<file path="config.mk">
export PLATFORM = sky130hd
export DESIGN_NAME = fc_argmax
export DESIGN_NICKNAME = d
export VERILOG_FILES = /design/src/rtl/fc_argmax.sv
export SDC_FILE = /design/constraint.sdc
export NUM_CORES = 1
export LEC_CHECK = 0
export ABC_AREA = 1
export ABC_CLOCK_PERIOD_IN_PS = 5200
export CORE_UTILIZATION = 58
export DETAILED_ROUTE_END_ITERATION = 8
export PLACE_DENSITY = 0.82
export RECOVER_POWER = 25
export SLEW_MARGIN = 30
export SYNTH_ARGS = -nofsm -noshare
export SYNTH_HDL_FRONTEND = slang
export SYNTH_SLANG_ARGS = --single-unit
export TNS_END_PERCENT = 10
</file>
<file path="constraint.sdc">
create_clock -name clk -period 5.2 [get_ports clk]
set_input_delay 1.04 -clock clk [delete_from_list [all_inputs] [get_ports clk]]
set_output_delay 1.04 -clock clk [all_outputs]
set_load 0.01 [all_outputs]
</file>
<file path="src/rtl/fc_argmax.sv">
// Argmax over NUM_CLASSES signed FC scores per frame; class_out 1 cycle after the last score, held until accepted.
// Optional FC_ARGMAX_SCORE_OUT_EN adds class_score (winning score); input stalls while a result is pending.
module fc_argmax #(
  parameter int NUM_CLASSES = 10,
  parameter int SW          = 17
) (
  input  logic                 clk,
  input  logic                 rst,
  input  logic                 score_in_valid,
  output logic                 score_in_ready,
  input  logic signed [SW-1:0] score_in,
  input  logic                 score_in_last,
  output logic                 class_out_valid,
  input  logic                 class_out_ready,
  output logic [3:0]           class_out,
  output logic                 frame_err
`ifdef FC_ARGMAX_SCORE_OUT_EN
  ,
  output logic signed [SW-1:0] class_score
`endif
);

  typedef enum logic {COLLECT, HOLD} state_t;

  localparam logic [3:0] LAST_IDX = 4'(NUM_CLASSES - 1);

  state_t               r_state;
  logic [3:0]           r_idx;
  logic signed [SW-1:0] r_best_score;
  logic [3:0]           r_best_idx;
  logic                 r_ready;
  logic                 r_valid;
  logic                 r_frame_err;

  logic w_in_hs;
  logic w_out_hs;
  logic w_at_last;
  logic w_take;

  assign w_in_hs   = score_in_valid & r_ready;
  assign w_out_hs  = r_valid & class_out_ready;
  assign w_at_last = (r_idx == LAST_IDX);
  // Strict greater-than keeps the lower index on ties.
  assign w_take    = (r_idx == 4'd0) | (score_in > r_best_score);

  always_ff @(posedge clk) begin
    if (rst) begin
      r_state      <= COLLECT;
      r_idx        <= 4'd0;
      r_best_score <= '0;
      r_best_idx   <= 4'd0;
      r_ready      <= 1'b1;
      r_valid      <= 1'b0;
      r_frame_err  <= 1'b0;
    end else begin
      case (r_state)
        COLLECT: begin
          if (w_in_hs) begin
            if (w_take) begin
              r_best_score <= score_in;
              r_best_idx   <= r_idx;
            end
            if (w_at_last) begin
              r_state <= HOLD;
              r_idx   <= 4'd0;
              r_ready <= 1'b0;
              r_valid <= 1'b1;
              if (!score_in_last) r_frame_err <= 1'b1;
            end else if (score_in_last) begin
              // Early last: drop the partial frame and resynchronise on the next score.
              r_idx       <= 4'd0;
              r_frame_err <= 1'b1;
            end else begin
              r_idx <= r_idx + 4'd1;
            end
          end
        end
        HOLD: begin
          if (w_out_hs) begin
            r_state <= COLLECT;
            r_ready <= 1'b1;
            r_valid <= 1'b0;
          end
        end
        default: r_state <= COLLECT;
      endcase
    end
  end

  assign score_in_ready  = r_ready;
  assign class_out_valid = r_valid;
  assign class_out       = r_best_idx;
  assign frame_err       = r_frame_err;
`ifdef FC_ARGMAX_SCORE_OUT_EN
  assign class_score     = r_best_score;
`endif

endmodule

</file>
# Word-level counts from Yosys, hierarchy flattened
# Cells that the tools add are included.
# word_totals
wordCells,41
memories,0
regBits,29
romBits,0
latchBits,0
output_inout_bits,7
inputBits,22
ramBits,0
# op_classes
mux,17
n_reduce_logical,6
bitwise_logic,4
eq_ne,5
n_mul,0
n_addsub,1
div,0
n_lt_le_gt_ge,1
n_shift,0
# ops
op,n
17-bit > comparator,1
1-bit 2-to-1 mux,12
4-bit 2-to-1 mux,2
"2-bit != test, second input constant",3
1-bit case mux with 2 select lines,3
3-bit AND reduction,2
"4-bit by 1-bit adder with 4-bit output, second input constant",1
"4-bit == test, second input constant",1
4-bit zero test,1
4-bit AND reduction,1
1-bit bitwise AND,2
"2-bit by 1-bit != test with 1-bit output, second input constant",1
2-bit AND reduction,1
2-bit nonzero test,1
1-bit inverter,1
1-bit OR,1

# Depth between registers and ports, before layout
# depth
ltp_word,4
ltp_mapped,16
mapped_depth_nobuf,15

# Worst setup path after synthesis
# Ideal clock, no wire load.
# synth_path
path_type,input to register
startpoint,input score_in[16]
endpoint,register r_best_score[10]
t_arrival_ns,2.324
n_path_buf,1
slack_ns,2.761
setup_ns,0.115
cell_stages,12
cell_sequence,ha_1 nand2_2 inv_2 a21oi_1 nand2_1 nor2_1 nand3_2 nand3_4 buf_6 nand3_1 nand2_1 nor2_1
# synth_via
elab_chain_cells,3
# synth_rtl
element,line_no,rtl
from (decl),11,"input logic signed [SW-1:0] score_in,"
17-bit > comparator,44,assign w_take = (r_idx == 4'd0) | (score_in > r_best_score);
1-bit OR,44,
3-bit AND reduction (no line),-,
to (signal assigned),60,r_best_score <= score_in;
to (decl),29,logic signed [SW-1:0] r_best_score;
# No other way between the ends.
# A chain may end at the register's enable or synchronous reset.

# Worst setup path after layout
# layout_path
startpoint,input score_in[14]
endpoint,register r_best_score[0]
# The elaborated chain is that of the path after synthesis.

==> flow_summary.toml <==
[sta]
hold_ws_ns = 0.4713
hold_viol = 0
setup_viol = 0
worstMarginPinSlew_ns = 0.7261
slew_viol_final = 0
setup_tns_ns = 0
rsz0062_at_grt = "false"
fin_crit_sh_pct = 56.68
fmax_mhz = 339.3
fin_skew_ns = 0.009416
slew_headroom_pct = 51.54
period_needed_ns = 2.947

[floorplanning]
die_x_um = 59.11
fp.dieH_um = 59.11
core-area_um2 = 3078
dieArea_um2 = 3494
rows = 20
start_util_pct = 61.46
boundaryPins = 29

[finish]
area_delta_synth_final_pct = 18.06
fillCellCount = 276
num_antenna_cells = 0
fin_nets = 347
layout-drive-gt1-share_pct = 8.170

[detailed_routing]
vias = 1706
dr.pass1.iters = 4
drcViolationCount = 0
viasPerCell = 4.874
wire_per_inst_um = 9.857
drt-initial-drc-count = 53
postRouteAntennaNets = 0
finalWirelength_um = 3450

[synthesis]
synth.area.top_cells = "dfxtp_1 (31%), ha_1 (13%), nand2_1 (12%), inv_1 (11%), a21oi_1 (7.4%)"
synth.largest_area_cell = "dfxtp_1"
netlist_area_um2 = 1892
ys_ff_latch = 29
synth-main-ff-cell = "dfxtp_1"
yosysWarnings = 0
yosysTopAreaCellShare_pct = 30.69
synth.distinct_cells = 24
netlist_top_cells_count = "nand2_1 (60), inv_1 (54), nor2_1 (34), dfxtp_1 (29), a21oi_1 (28)"
async_flop_share_pct = 0
synth-seq-area-share_pct = 30.69
synth.most_common_cell = "nand2_1"
syn-num-nets = 321
syn_inst = 279
synth_edf_count = 0
postSynthAreaPerCell_um2 = 6.781

[critical_path]
r2r-start = "r_best_score[14]$_SDFFE_PP0P_"
r2r_end = "r_best_score[0]$_SDFFE_PP0P_"
r2r_cells = 13
crit_fanout = 42
crit_slowest_cell = "clkdlybuf4s50_1"
crit_chain = "clkdlybuf4s50_1 > ha_1 > nand2_1 > nor2_1 > nand2_1 > inv_1 > nand2_2 > o21ai_2 > inv_1 > nand2_2 > nand3_4 > a21oi_1 > nor2_1"
crit_type = "input port to register"
required_ns = 5.43
cp_slowest_stage_delay_ns = 0.42
crit_arrival_ns = 3.17
path_buf_inv = 3
start_kind = "input port"
endpoint_kind = "register"
worst-path-stages = 13
crit_family = "simple AND/OR/NAND/NOR gates"
regToRegSetupSlack_ns = 3.03

[clocking]
cts.path.max_buffers = 2
cts_hold_buf = 0
root_buffer = "clkbuf_4"
clk_latency_ns = 0.33
htreeDepth = 2
post_cts_buffers = 0
cts_tree = "yes"
post_cts_resize_count = 0
clkSinkCount = 29
cts-buffers-inserted = 5
clkTransAtPathRegs_ns = 0.10

[placement]
port_buffers = 28
gp_congestion = 0.8134
dpl.hpwl_um = 2469

[run_status]
status = "complete, no violations"

[hold_path]
hp-class = "register to register"
min_to = "frame_err$_SDFFE_PP0P_"
worstHoldStart = "frame_err$_SDFFE_PP0P_"
min_path_cells = 1

[pwr]
p_per_area_nw_per_um2 = 253.9
max-vdd-ir-drop_mv = 0.1761
p_leak_nw = 1.135

[global_routing]
antenna_found_initial = 0
grt_pass1_vias = 1582
grt_max_degree = 43
grt_pass1_wl_um = 5996
grt_usage_pct = 22.93
grt_overflow = 0

[flow_run]
cap_viol_max_count = 0
sequential cells by signal, indices dropped and copies added (netlist names):
name and count:
score_in_ready 1, class_out 4, r_state 1, frame_err 1, r_idx 4, r_best_score 17, class_out_valid 1
per-layer routing:
metal	vias up	GRT usage, %	share of wire, %
met5	-	0	0
met4	0	9.184	1.2
met3	7	7.642	3.5
met2	24	39.77	49
met1	762	25.82	46
li1	913	-	-
where the power goes:
| part | leakage, nW | switching [W] | total, W | internal (W) |
|---|---|---|---|---|
| combinational | 0.854 | 0.0000894 | 0.000158 | 0.0000684 |
| clock | 0.0413 | 0.0000795 | 0.000158 | 0.0000782 |
| sequential | 0.239 | 0.0000100 | 0.000251 | 0.000241 |
how the worst max path moves through the flow:
stage | from | end | slack (ns)
after floorplan | score_in[16] | r_best_score[10]$_SDFFE_PP0P_ | 2.76
after global placement | score_in[8] | r_best_score[1]$_SDFFE_PP0P_ | 1.97
after detailed placement | score_in[14] | r_best_score[5]$_SDFFE_PP0P_ | 1.90
after CTS | score_in[14] | r_best_score[0]$_SDFFE_PP0P_ | 2.24
after global routing | score_in[14] | r_best_score[6]$_SDFFE_PP0P_ | 2.02
final | score_in[14] | r_best_score[0]$_SDFFE_PP0P_ | 2.25
cell type report:
type | count | area (um^2) | share of cell area, %
repair buffers | 29 | 287.8 | 12.89
clock inverters | 1 | 5.005 | 0.2241
inverters | 57 | 214.0 | 9.580
clock buffers | 7 | 65.06 | 2.913
multi-input cells | 183 | 1026 | 45.94
well taps | 44 | 55.05 | 2.465
flip-flops and latches | 29 | 580.6 | 25.99
cell usage in the layout, fill, tap and decap left out:
cell type         n
a211oi_1          1
a21o_1            1
a21oi_1          28
buf_4             1
clkbuf_4          5
clkbuf_8          2
clkdlybuf4s50_1  22
clkinv_1          1
clkinv_2          1
dfxtp_1          29
dlygate4sd3_1     6
ha_1             20
inv_1            54
inv_2             2
nand2_1          60
nand2_2           3
nand3_1          20
nand3_2           8
nand3_4           1
nand4_1           1
nor2_1           34
nor2_2            1
nor3_1            1
o21a_1            1
o21ai_2           1
xor2_1            2
per-stage QoR:
stage	cell area, um^2	setup WS (ns)	total power [W]	cells	utilization, %
6_report	2233	2.253	0.0005670	350	72.56
5_1_grt	2233	2.024	0.0006092	350	72.56
4_1_cts	2233	2.240	0.0005753	350	72.56
3_5_place_dp	2163	1.903	0.0004165	342	70.28
3_3_place_gp	2163	1.974	0.0004120	342	70.28
2_1_floorplan	1892	2.761	0.0003783	279	-
cell families after synthesis:
| group | share of synthesized area (%) |
|---|---|
| adders and majority gates | 13.23 |
| buffers and inverters | 15.08 |
| DFF | 30.69 |
| and+or+nand+nor | 31.02 |
| AOI/OAI and AO/OA | 9.061 |
| xor gates and xnor gates | 0.9261 |
Note: power is estimated with default switching activity, not from simulation.
